--- config.mk ---
export PLATFORM = sky130hd
export DESIGN_NAME = equiv_monitor_flat
export DESIGN_NICKNAME = d
export VERILOG_FILES = /design/src/rtl/equiv_if.sv /design/src/rtl/equiv_monitor.sv /design/src/flat_wrapper.sv
export SDC_FILE = /design/constraint.sdc
export NUM_CORES = 1
export LEC_CHECK = 0
export BUFFER_PORTS_ARGS = -buffer_cell sky130_fd_sc_hd__clkbuf_2
export CELL_PAD_IN_SITES_DETAIL_PLACEMENT = 2
export CELL_PAD_IN_SITES_GLOBAL_PLACEMENT = 2
export CORE_UTILIZATION = 25
export DETAILED_ROUTE_END_ITERATION = 8
export PLACE_DENSITY_LB_ADDON = 0.1
export SETUP_SLACK_MARGIN = 0.02
export SYNTH_ARGS = -nofsm -noshare
export SYNTH_HDL_FRONTEND = slang
export SYNTH_SLANG_ARGS = --single-unit
--- constraint.sdc ---
create_clock -name clk -period 4.8 [get_ports clk]
set_input_delay 0.96 -clock clk [delete_from_list [all_inputs] [get_ports clk]]
set_output_delay 0.96 -clock clk [all_outputs]
set_load 0.005 [all_outputs]
--- src/rtl/equiv_if.sv ---
// Bundle between the two DUT output buses and the equivalence monitor.
// The wrapper drives the compare inputs and reads back the results.
interface equiv_if #(
  parameter int WIDTH = 91,
  parameter int CNT_W = 16
);
  logic             en;
  logic             clear;
  logic [WIDTH-1:0] y_a;
  logic [WIDTH-1:0] y_b;
  logic             fail;
  logic [CNT_W-1:0] mismatch_cnt;
  logic [CNT_W-1:0] compare_cnt;
  logic [CNT_W-1:0] first_idx;
  logic [WIDTH-1:0] first_diff;
  logic             checking;

  modport master (
    output en, clear, y_a, y_b,
    input  fail, mismatch_cnt, compare_cnt, first_idx, first_diff, checking
  );

  modport slave (
    input  en, clear, y_a, y_b,
    output fail, mismatch_cnt, compare_cnt, first_idx, first_diff, checking
  );
endinterface

--- src/rtl/equiv_monitor.sv ---
// Cycle-by-cycle equivalence monitor: per-side latency realignment, sticky fail,
// saturating mismatch/compare counters and capture of the first divergence.

module equiv_delay #(
  parameter int WIDTH = 91,
  parameter int DEPTH = 0
) (
  input  logic             clk,
  input  logic             rst,
  input  logic [WIDTH-1:0] din,
  output logic [WIDTH-1:0] dout
);
  if (DEPTH == 0) begin : g_pass
    logic unused_clk_rst;
    assign unused_clk_rst = clk ^ rst;
    assign dout = din;
  end else begin : g_pipe
    logic [WIDTH-1:0] stage [DEPTH];

    always_ff @(posedge clk or posedge rst) begin
      if (rst) begin
        for (int i = 0; i < DEPTH; i++) stage[i] <= '0;
      end else begin
        stage[0] <= din;
        for (int i = 1; i < DEPTH; i++) stage[i] <= stage[i-1];
      end
    end

    assign dout = stage[DEPTH-1];
  end
endmodule

// state  | meaning
// WARMUP | waiting SETTLE edges after reset so delay lines hold real data
// CHECK  | comparing a_d against b_d on every en cycle
// HALT   | first mismatch seen with STOP_ON_FAIL; results frozen until clear
module equiv_monitor #(
  parameter int WIDTH        = 91,
  parameter int DELAY_A      = 0,
  parameter int DELAY_B      = 0,
  parameter int SETTLE       = 8,
  parameter int CNT_W        = 16,
  parameter bit STOP_ON_FAIL = 1'b1
) (
  input  logic     clk,
  input  logic     rst,
  equiv_if.slave   bus
);
  localparam int SW = (SETTLE > 1) ? $clog2(SETTLE + 1) : 1;
  localparam logic [CNT_W-1:0] CNT_MAX = {CNT_W{1'b1}};

  if (DELAY_A < 0 || DELAY_A > 8 || DELAY_B < 0 || DELAY_B > 8) begin : g_bad_delay
    $error("equiv_monitor: delays must lie in 0..8");
  end
  if (SETTLE < DELAY_A || SETTLE < DELAY_B) begin : g_bad_settle
    $error("equiv_monitor: SETTLE must cover the longest delay line");
  end

  typedef enum logic [1:0] {WARMUP, CHECK, HALT} state_t;

  state_t           state, state_nxt;
  logic [SW-1:0]    settle_cnt, settle_nxt;
  logic             fail_q, fail_nxt;
  logic [CNT_W-1:0] mm_q, mm_nxt;
  logic [CNT_W-1:0] cmp_q, cmp_nxt;
  logic [CNT_W-1:0] idx_q, idx_nxt;
  logic [WIDTH-1:0] diff_q, diff_nxt;

  logic [WIDTH-1:0] a_d, b_d, diff;
  logic             diverge;

  equiv_delay #(.WIDTH(WIDTH), .DEPTH(DELAY_A)) u_dly_a (
    .clk(clk), .rst(rst), .din(bus.y_a), .dout(a_d)
  );
  equiv_delay #(.WIDTH(WIDTH), .DEPTH(DELAY_B)) u_dly_b (
    .clk(clk), .rst(rst), .din(bus.y_b), .dout(b_d)
  );

  assign diff    = a_d ^ b_d;
  assign diverge = |diff;

  always_ff @(posedge clk or posedge rst) begin
    if (rst) begin
      state      <= WARMUP;
      settle_cnt <= SW'(SETTLE);
      fail_q     <= 1'b0;
      mm_q       <= '0;
      cmp_q      <= '0;
      idx_q      <= '0;
      diff_q     <= '0;
    end else begin
      state      <= state_nxt;
      settle_cnt <= settle_nxt;
      fail_q     <= fail_nxt;
      mm_q       <= mm_nxt;
      cmp_q      <= cmp_nxt;
      idx_q      <= idx_nxt;
      diff_q     <= diff_nxt;
    end
  end

  always_comb begin
    state_nxt  = state;
    settle_nxt = settle_cnt;
    fail_nxt   = fail_q;
    mm_nxt     = mm_q;
    cmp_nxt    = cmp_q;
    idx_nxt    = idx_q;
    diff_nxt   = diff_q;

    unique case (state)
      WARMUP: begin
        // Down-counter reaches terminal count on the SETTLE-th edge (or at once for 0).
        if (settle_cnt <= SW'(1)) state_nxt = CHECK;
        else                      settle_nxt = settle_cnt - SW'(1);
      end
      CHECK, HALT: begin
        if (bus.clear) begin
          fail_nxt  = 1'b0;
          mm_nxt    = '0;
          cmp_nxt   = '0;
          idx_nxt   = '0;
          diff_nxt  = '0;
          state_nxt = CHECK;
        end else if (state == CHECK && bus.en) begin
          if (cmp_q != CNT_MAX) cmp_nxt = cmp_q + CNT_W'(1);
          if (diverge) begin
            fail_nxt = 1'b1;
            if (mm_q != CNT_MAX) mm_nxt = mm_q + CNT_W'(1);
            if (!fail_q) begin
              idx_nxt  = cmp_q;
              diff_nxt = diff;
            end
            if (STOP_ON_FAIL) state_nxt = HALT;
          end
        end
      end
      default: state_nxt = WARMUP;
    endcase
  end

  assign bus.fail         = fail_q;
  assign bus.mismatch_cnt = mm_q;
  assign bus.compare_cnt  = cmp_q;
  assign bus.first_idx    = idx_q;
  assign bus.first_diff   = diff_q;
  assign bus.checking     = (state == CHECK);
endmodule

--- src/flat_wrapper.sv ---
// flat-port wrapper written by rule: the top's interface ports become plain ports
module equiv_monitor_flat 
#(
  parameter int WIDTH        = 91,
  parameter int DELAY_A      = 0,
  parameter int DELAY_B      = 0,
  parameter int SETTLE       = 8,
  parameter int CNT_W        = 16,
  parameter bit STOP_ON_FAIL = 1'b1
)
  (clk, rst, bus_en, bus_clear, bus_y_a, bus_y_b, bus_fail, bus_mismatch_cnt, bus_compare_cnt, bus_first_idx, bus_first_diff, bus_checking);
  equiv_if #(.WIDTH(WIDTH), .CNT_W(CNT_W)) bus_i ();
  input  logic clk;
  input  logic rst;
  input wire logic [$bits(bus_i.en)-1:0] bus_en;
  input wire logic [$bits(bus_i.clear)-1:0] bus_clear;
  input wire logic [$bits(bus_i.y_a)-1:0] bus_y_a;
  input wire logic [$bits(bus_i.y_b)-1:0] bus_y_b;
  output wire logic [$bits(bus_i.fail)-1:0] bus_fail;
  output wire logic [$bits(bus_i.mismatch_cnt)-1:0] bus_mismatch_cnt;
  output wire logic [$bits(bus_i.compare_cnt)-1:0] bus_compare_cnt;
  output wire logic [$bits(bus_i.first_idx)-1:0] bus_first_idx;
  output wire logic [$bits(bus_i.first_diff)-1:0] bus_first_diff;
  output wire logic [$bits(bus_i.checking)-1:0] bus_checking;
  assign bus_i.en = bus_en;
  assign bus_i.clear = bus_clear;
  assign bus_i.y_a = bus_y_a;
  assign bus_i.y_b = bus_y_b;
  assign bus_fail = bus_i.fail;
  assign bus_mismatch_cnt = bus_i.mismatch_cnt;
  assign bus_compare_cnt = bus_i.compare_cnt;
  assign bus_first_idx = bus_i.first_idx;
  assign bus_first_diff = bus_i.first_diff;
  assign bus_checking = bus_i.checking;
  equiv_monitor #(.WIDTH(WIDTH), .DELAY_A(DELAY_A), .DELAY_B(DELAY_B), .SETTLE(SETTLE), .CNT_W(CNT_W), .STOP_ON_FAIL(STOP_ON_FAIL)) u_core (.clk(clk), .rst(rst), .bus(bus_i));
endmodule
==> metrics.txt, run 1 <==
status=finished, final reports clean; crit path capture=u_core.bus.first_diff[68]; max-slew violations=0; Design Area, Final=10200 um^2; CP endpoint kind=flop; Die Ht=177 um; DR vias=7231; Max Fclk=0.282 GHz; PostCTS Resize Cnt=0; Arr. time, crit path=3870 ps; die area=31200 um^2; Post-synth top flop=dfrtp_1; Critical Path RT=5120 ps; Reg2Reg Depth=8; Power Dens Cells=469 nW/um^2; Synth top area share=0.477; DRC=0; post-route ant nets=0; Avg Cell Area, Syn=10.1 um^2; I/O pin cnt=327; FF+latch count, synth=146; hold buffers post-CTS=0; clk_lat worst skew=420 ps; Syn Inst Count=756; R2R Setup Slk=1960 ps; synth unique cells=58; Vias per Instance=4.93; Fin. Hold Viols=0; Area growth syn-to-layout=34.5%; Synth area leaders=dfrtp_1 (48%), xnor2_1 (11%), o31ai_1 (9.1%); H-Tree Depth=4; syn nets=949; number of synthesized flops with an enable pin=0; worst-path fanout max=40; 1st-iter DRT viols=343; row count=63; Finish-stage setup viols=0; GPL Wtd Cong=0.729; Leak=4.79 nW; Critical Path Start=bus_y_b[87]; TritonCTS clock tree=built; DRT Wirelength=31500 um; Seq/Total Area, Yosys=0.480; Cell Area, Synth=7610 um^2; fraction of final layout cells sized beyond drive strength 1=0.364; core area=29800 um^2; fin crit share=0.739; number of fill cells=3386; total of max-cap violations=0; fin crit period=3550 ps; CTS sink cnt=146; placed cell area=9630 um^2; GRT Total Usage=0.204; clock skew=14.8 ps; first drt pass iteration count=4; CTS Root Buffer Type=clkbuf_16; Fin Setup TNS=0 ps; diodes inserted=0; clock tree buffer depth=2; asr flop ratio synth=1.00; vias in the first global route=7721; Synth area leader=dfrtp_1; RSZ-0062 raised after global routing=no; largest net degree at the start of global routing=147; CTS Buf Count=17; Worst R2R Start=u_core.bus.mismatch_cnt[4]; initial antenna violation count=0; WL/cell=21.5 um; die width=177 um; reg-to-reg endpoint=u_core.bus.mismatch_cnt[4]; Worst IR Drop VDD=201 uV; Clk pin slew, worst setup/hold paths=60 ps; critical path class=in2reg; Critical Path Start Type=input pin; HP Class=reg2reg; GRT overflow=0; Starting Density=0.256; Worst Tran Pin Value=915 ps; first-pass GRT wire length=47600 um; DP Wirelength=23700 um; Slew HR=0.390; nets=1256; Yosys warning count=0; setup bufs post-CTS=0; IO Port Bufs=326
[critical path: stages]
cell	delay (ps)
clkbuf_2	90
xnor2_1	430
nand4_1	190
nor4_1	490
and4_1	560
a31o_4	620
buf_12	290
nand3_1	110
o31ai_1	90
[sequential cells by signal, summed over array words and instances, names as in the netlist]
register and cells:
u_core.bus.first_diff 91, u_core.bus.compare_cnt 16, u_core.bus.first_idx 16, u_core.bus.fail 1, u_core.bus.mismatch_cnt 16, u_core.state 2, u_core.settle_cnt 4
[stage by stage]
step                utilization  cells  hold WS, ps  setup WS (ps)  power (mW)
floorplan                     -    756          472           2010        2.60
global placement          0.323   1434          470            738        3.41
detailed placement        0.323   1434          474            708        3.44
CTS                       0.344   1466          499           1140        4.89
global route              0.344   1466          531           1090        5.11
finish                    0.344   1466          488           1250        4.80
[routing by layer]
layer  vias up  GRT usage  part of all wire
met4         0     0.0585             0.016
met1      3613      0.258              0.44
met5         -          0                 0
met3        26     0.0381             0.051
met2       210      0.351              0.50
li1       3382          -                 -
[worst min path at each step]
stage                                    from                         to  slack, ps  depth (start not counted)
finish               u_core.bus.first_idx[15]   u_core.bus.first_idx[15]        490                          1
global route        u_core.bus.first_diff[29]  u_core.bus.first_diff[29]        530                          2
CTS                  u_core.bus.first_idx[15]   u_core.bus.first_idx[15]        500                          1
detailed placement   u_core.bus.first_idx[15]   u_core.bus.first_idx[15]        470                          1
global placement     u_core.bus.first_idx[15]   u_core.bus.first_idx[15]        470                          1
floorplan                u_core.settle_cnt[1]       u_core.settle_cnt[1]        470                          2
[cells in the final DEF (no fill, tap or decap), types with 17 or more instances in the layout]
cell / count
nor2_1: 19
clkbuf_2: 325
o21ai_0: 26
nand4_1: 30
xnor2_1: 94
nand3_1: 114
clkbuf_16: 17
o31ai_1: 92
nand2_1: 47
dfrtp_1: 145
[area by class of cell]
type                       count  area (um^2)  area share
clock buffer                  19          433      0.0423
clock inverter                13          173      0.0169
inverter                      15         60.1     0.00587
multi-input combinational    538         3590       0.351
sequential                   146         3650       0.357
tap                          390          488      0.0477
timing repair buffer         345         1840       0.180
[synthesized netlist by cell type, drive strengths merged, types with 2 or more instances]
library cell / number
dfrtp: 145
nand3: 114
xnor2: 94
o31ai: 92
nand2: 49
nand4: 30
buf: 29
clkbuf: 28
o21ai: 27
nor2: 20
inv: 15
a21oi: 11
nor3: 11
nor4: 8
xor2: 8
ha: 7
nor2b: 7
and3: 6
mux2i: 6
or3: 6
a21boi: 3
a221o: 3
a31o: 3
o311ai: 3
a22oi: 2
a311o: 2
and2: 2
and4: 2
nor3b: 2
or4: 2
[power by group]
group / leakage, nW / switching [mW] / total [mW] / internal [mW]
Combinational: 2.52 / 0.996 / 1.62 / 0.623
Clock: 0.282 / 0.591 / 1.42 / 0.829
Sequential: 1.99 / 0.231 / 1.76 / 1.53
[logic make-up after synthesis]
| family | count (synthesis) | synth area share |
|---|---|---|
| fa+ha+maj | 7 | 0.0115 |
| buf+inv | 72 | 0.0495 |
| simple gates | 262 | 0.179 |
| flops | 146 | 0.480 |
| xor+xnor | 102 | 0.117 |
| mux | 7 | 0.00937 |
| compound gates | 160 | 0.153 |
Note: power is estimated with default switching activity, not from simulation.
==> run 2: changes to the inputs <==
--- a/config.mk
+++ b/config.mk
@@ -5,10 +5,11 @@
 export SDC_FILE = /design/constraint.sdc
 export NUM_CORES = 1
 export LEC_CHECK = 0
+export ABC_AREA = 1
 export BUFFER_PORTS_ARGS = -buffer_cell sky130_fd_sc_hd__clkbuf_2
 export CELL_PAD_IN_SITES_DETAIL_PLACEMENT = 2
 export CELL_PAD_IN_SITES_GLOBAL_PLACEMENT = 2
-export CORE_UTILIZATION = 25
+export CORE_UTILIZATION = 24
 export DETAILED_ROUTE_END_ITERATION = 8
 export PLACE_DENSITY_LB_ADDON = 0.1
 export SETUP_SLACK_MARGIN = 0.02
==> constraint.sdc (replaced) <==
create_clock -name clk -period 3.2 [get_ports clk]
set_input_delay 0.64 -clock clk [delete_from_list [all_inputs] [get_ports clk]]
set_output_delay 0.64 -clock clk [all_outputs]
set_load 0.005 [all_outputs]
==> run 2 against run 1 <==
  * Clock-buffer cell count increased by 3
  * Sequential share of layout area is 3.8 points lower
  * Largest power group is now combinational cells
  * Via count is 26% higher
  * Sequential power is 55% higher
  * Hold slack got worse by 130 ps
  * Critical path type is now reg2reg
==> metrics.txt, run 2 <==
status=finished, final reports clean; CTS sink cnt=146 (unchanged); fraction of final layout cells sized beyond drive strength 1=0.258 (-0.106); worst-path fanout max=19 (-53%); GRT Total Usage=0.187 (-0.0169); Top Usage Layer GRT=met2; CTS Root Buffer Type=clkbuf_16; vias in the first global route=9857 (+28%); clk_lat worst skew=430 ps (about the same); PostCTS Resize Cnt=0 (unchanged); CTS Buf Count=17 (unchanged); asr flop ratio synth=1.00 (unchanged); Critical Path RT=3500 ps (-1620 ps); sequential cell area=3650 um^2 (unchanged); I/O pin cnt=327 (unchanged); worst hold slack=360 ps (-128 ps); fin crit period=2410 ps; Arr. time, crit path=2710 ps (-1160 ps); syn nets=1412 (+49%); nets=1714 (+36%); WL/cell=16.8 um (-22%); Syn Inst Count=1219 (+61%); setup bufs post-CTS=0 (unchanged); GRT overflow=0 (unchanged); clock tree buffer depth=2 (unchanged); FF+latch count, synth=146 (unchanged); row count=69 (+9.5%); Design Area, Final=11500 um^2 (+12%); number of synthesized flops with an enable pin=0 (unchanged); Starting Density=0.243 (-0.0121); Clk pin slew, worst setup/hold paths=60 ps (about the same); HP Class=in2async; GPL Wtd Cong=0.737 (+1.1%); DRC=0 (unchanged); count leader, synth=nand2_1; met3 Resource Use GR=0.0440 (+0.00592); Reg2Reg Depth=11 (+3); Worst Tran Pin Value=999 ps (+84.1 ps); CP endpoint kind=flop; Die Ht=192 um (+8.6%); Fin. Hold Viols=0 (unchanged); diodes inserted=0 (unchanged); most frequent cells in the layout=nand2_1 (464), clkbuf_2 (326), inv_1 (188); number of flip-flops in the largest register=91 (unchanged); reg-to-reg endpoint=u_core.bus.compare_cnt[12]; hold buffers post-CTS=0 (unchanged); footprint of the multi-input gates=4020 um^2 (+12%); largest net degree at the start of global routing=147 (unchanged); Seq/Total Area, Yosys=0.423 (-0.0568); R2R Setup Slk=790 ps (-1170 ps); Yosys warning count=0 (unchanged); Max Fclk=0.415 GHz; number of fill cells=4282 (+26%); Slew HR=0.334 (-0.0561); core area=35500 um^2 (+19%); Power Dens Cells=687 nW/um^2 (+47%); 1st-iter DRT viols=219 (-36%); Vias per Instance=4.56 (-7.6%); Fin Setup TNS=0 ps (unchanged); H-Tree Depth=4 (unchanged); TritonCTS clock tree=built; Worst R2R Start=u_core.state[1]; die width=192 um (+8.6%); Synth area leaders=dfrtp_1 (42%), nand2_1 (20%), nand4_1 (9.3%); first-pass GRT wire length=53200 um (+12%); fin crit share=0.753; Area growth syn-to-layout=32.7%; max-slew violations=0 (unchanged); Avg Cell Area, Syn=7.09 um^2 (-30%); Layout Cells excl Fill=1995 (+36%); placed cells=1963 (+37%); total of max-cap violations=0 (unchanged); Critical Path Start Type=flop; DR vias=9096 (+26%); grt met2 use=0.329 (-0.0216); RSZ-0062 raised after global routing=no; DRT Wirelength=33600 um (+6.6%); initial antenna violation count=0 (unchanged); Leak=6.73 nW (+40%); IO Port Bufs=326 (unchanged); first drt pass iteration count=4 (unchanged); Finish-stage setup viols=0 (unchanged); Synth top area share=0.420 (-0.0564); critical path class=reg2reg; Worst IR Drop VDD=404 uV (+100%); Cell Area, Synth=8640 um^2 (+13%); Synth area leader=dfrtp_1; die area=36800 um^2 (+18%); Post-synth top flop=dfrtp_1; post-route ant nets=0 (unchanged); most common cell after layout, fill and taps aside=nand2_1; Synth top cells by count=nand2_1 (464), inv_1 (190), dfrtp_1 (145); placed cell area=10800 um^2 (+12%); synth unique cells=30 (-48%); clock skew=7.85 ps (-6.95 ps); met1 track demand over resource=0.221 (-0.0374); DP Wirelength=24700 um (+4.2%)
==> run 2: cell types whose count changed after synthesis, moves of 7 or more <==
cell,delta
buf_1,+12
clkbuf_1,-7
inv_1,+175
nand2_1,+416
nand2_2,+11
nand3_1,-95
nand4_1,+99
nor2_1,+49
nor2b_1,-7
o31ai_1,-88
xnor2_1,-75
xor2_1,+31
==> run 2: routing by layer <==
metal / part of all wire / up-vias
met3: 0.064 / 30
met1: 0.42 / 4444
met2: 0.49 / 220
li1: - / 4402
met4: 0.020 / 0
met5: 0 / -
==> run 2: worst max path at each step <==
stage,from,end,depth (start not counted),slack (ps)
floorplan,rst,u_core.bus.compare_cnt[0],1,730
global placement,bus_y_b[54],u_core.bus.first_diff[7],12,360
detailed placement,bus_y_b[54],u_core.bus.first_diff[54],13,280
CTS,u_core.bus.mismatch_cnt[0],u_core.bus.mismatch_cnt[0],11,780
global route,u_core.state[1],u_core.bus.compare_cnt[12],11,550
finish,u_core.state[1],u_core.bus.compare_cnt[12],11,790
==> run 2: power breakdown <==
group | switching (mW) | total, mW | internal [mW] | leakage [nW]
clock | 0.836 | 2.40 | 1.56 | 0.325
combinational | 1.77 | 2.74 | 0.967 | 4.40
sequential | 0.357 | 2.73 | 2.38 | 2.01
total | 2.97 | 7.87 | 4.91 | 6.73
==> run 2: cells by family after synthesis <==
family | share of synthesized area
fa+ha+maj | 0.0101
xor+xnor | 0.0588
simple gates | 0.369
compound gates | 0.0245
buf+inv | 0.114
flops | 0.423
==> run 2: per-stage QoR <==
stage,total power [mW],worst slack (ps),utilization
2_1_floorplan,4.17,728,-
3_3_place_gp,5.53,357,0.304
3_5_place_dp,5.61,285,0.304
4_1_cts,8.07,779,0.323
5_1_grt,8.47,545,0.323
6_report,7.87,791,0.323
==> run 2: cell type report <==
class	count	area share
multi-input cells	826	0.351
flip-flops and latches	146	0.319
repair buffers	339	0.157
inverters	191	0.0631
well taps	461	0.0503
clock buffers	22	0.0396
clock inverters	10	0.0201
==> run 2: critical path, stage by stage (launching register included) <==
cell	delay [ps]
dfrtp_1	390
inv_1	80
ha_1	290
nand2_1	50
buf_4	180
o21ai_2	120
buf_4	320
nand2_1	130
inv_2	170
nand2_1	110
nor3_1	310
a21oi_1	120
==> run 3: changes to the inputs <==
==> constraint.sdc (replaced) <==
create_clock -name clk -period 2 [get_ports clk]
set_input_delay 0.4 -clock clk [delete_from_list [all_inputs] [get_ports clk]]
set_output_delay 0.4 -clock clk [all_outputs]
set_load 0.005 [all_outputs]
==> run 3 against run 2 <==
  * Global-route usage up 0.33 points
  * Sequential power grew 59%
  * Wire length rose by 7.9%
  * Utilization increased by 3.0 points
  * Register-to-register slack got worse by 710 ps
  * Non-clock buffer count grew 111
  * Final area grew 9.2%
  * Sequential share of layout area shrank 2.7 points
  * Hold slack worse by 340 ps
  * Clock-buffer cell count did not move
==> metrics.txt, run 3 (synthesis results as in run 2) <==
status=finished, final reports clean; I/O pin cnt=327 (unchanged); H-Tree Depth=4 (unchanged); core area=35500 um^2 (unchanged); fraction of final layout cells sized beyond drive strength 1=0.315 (+0.0572); Worst IR Drop VDD=558 uV (+38%); 1st-iter DRT viols=309 (+41%); Slew HR=0.602 (+0.268); initial antenna violation count=0 (unchanged); vias in the first global route=10100 (+2.8%); CTS Buf Count=17 (unchanged); Worst R2R Start=u_core.state[1]; fin crit period=1920 ps (-487 ps); nets=1826 (+6.5%); DRC=0 (unchanged); die area=36800 um^2 (unchanged); Leak=7.37 nW (+9.6%); clk_lat worst skew=440 ps (about the same); Power Dens Cells=1050 nW/um^2 (+53%); row count=69 (unchanged); footprint of the multi-input gates=4090 um^2 (+1.9%); hold buffers post-CTS=0 (unchanged); Worst Tran Pin Value=595 ps (-404 ps); CTS Root Buffer Type=clkbuf_16; number of flip-flops in the largest register=91 (unchanged); most frequent cells in the layout=nand2_1 (461), clkbuf_2 (326), inv_1 (188); IO Port Bufs=326 (unchanged); Critical Path Start=u_core.state[1]; diodes inserted=0 (unchanged); number of fill cells=4266 (-0.37%); Area growth syn-to-layout=44.9%; worst-path fanout max=22 (+3); fin crit share=0.961 (+0.208); Fin Setup TNS=0 ps (unchanged); TritonCTS clock tree=built; R2R Setup Slk=80 ps (-710 ps); Arr. time, crit path=2250 ps (-460 ps); Fin. Hold Viols=0 (unchanged); GRT overflow=0 (unchanged); Max Fclk=0.520 GHz (+25%); CTS sink cnt=146 (unchanged); Critical Path RT=2330 ps (-1170 ps); total of max-cap violations=0 (unchanged); clock tree buffer depth=2 (unchanged); Finish-stage setup viols=0 (unchanged); WL/cell=17.2 um (+2.2%); Clk pin slew, worst setup/hold paths=70 ps (about the same); DP Wirelength=26600 um (+7.6%); final core utilization=0.353 (+0.0298); Starting Density=0.243 (unchanged); first drt pass iteration count=4 (unchanged); Vias per Instance=4.56 (about the same); GPL Wtd Cong=0.777 (+5.4%); largest net degree at the start of global routing=64 (-56%); Die Ht=192 um (unchanged); critical path class=reg2reg; die width=192 um (unchanged); GRT Total Usage=0.190 (+0.00332); max-slew violations=0 (unchanged); post-route ant nets=0 (unchanged); most common cell after layout, fill and taps aside=nand2_1; DR vias=9614 (+5.7%); first-pass GRT wire length=54200 um (+1.9%); worst hold slack=16.5 ps (-343 ps); clock skew=7.85 ps (-0.00280 ps); CP endpoint kind=flop; DRT Wirelength=36200 um (+7.9%); RSZ-0062 raised after global routing=yes; sequential cell area=3650 um^2 (unchanged); Critical Path Start Type=flop; HP Class=in2async
## run 3: cell count changes in the layout (fill, tap and decap cells not counted), sizes merged
cell and delta:
clkinv +5, bufinv -5, nand3 +1, buf +107, clkbuf +4
## run 3: cell type report
cell class / count / share of cell area
multi-input cells: 827 / 0.327
flip-flops and latches: 146 / 0.292
well taps: 461 / 0.0461
repair buffers: 450 / 0.231
inverters: 191 / 0.0578
clock buffers: 22 / 0.0379
clock inverters: 10 / 0.00870
## run 3: repair_timing
| item | in CTS | in global routing |
|---|---|---|
| pin swaps | 0 | 10 |
| setup buffers | 0 | 10 |
| setup endpoints to repair | 1 | 116 |
| gates resized for setup | 1 | 22 |
| gates cloned | 0 | 7 |
| hold endpoints to repair | 0 | 0 |
## run 3: routing by layer
layer / vias to the layer above / wire length, um / global-route usage
li1: 4634 / - / -
met4: 0 / 553 / 0.0553
met3: 27 / 1940 / 0.0409
met1: 4739 / 15600 / 0.231
met2: 214 / 18100 / 0.335
met5: - / 0 / 0
## run 3: metrics by stage
step / power, mW / area, um^2 / setup slack, ps / cells
after global routing: 14.1 / 12500 / -16.9 / 2107
final: 13.2 / 12500 / 77.7 / 2107
after floorplan: 6.66 / 8640 / -232 / 1219
after global placement: 9.29 / 11600 / -331 / 2058
after detailed placement: 9.45 / 11600 / -317 / 2058
after CTS: 12.8 / 12200 / 23.5 / 2090
## run 3: where the power goes
part           total, mW  leakage, nW  switching (mW)  internal (mW)
combinational       5.56         5.08            3.24           2.32
sequential          4.35         2.01           0.547           3.80
clock               3.24        0.286            1.32           1.93
## run 3: final timing paths
kind	cells after the start	endpoint
max in group asynchronous	3	u_core.settle_cnt[3]
hold / removal	2	u_core.bus.first_diff[13]
setup reg to reg	10	u_core.bus.first_diff[30]
hold reg to reg	2	u_core.bus.first_diff[87]
setup / recovery	10	u_core.bus.first_diff[30]
min in group clk	4	u_core.bus.first_diff[10]
## run 3: worst max-delay path: stages (launching register included)
cell and delay [ps]:
dfrtp_1 390, inv_1 80, ha_1 310, inv_1 110, o21ai_2 200, buf_6 170, nand3_4 70, buf_12 160
buf_12 160, nand2_1 80, nand2_1 60
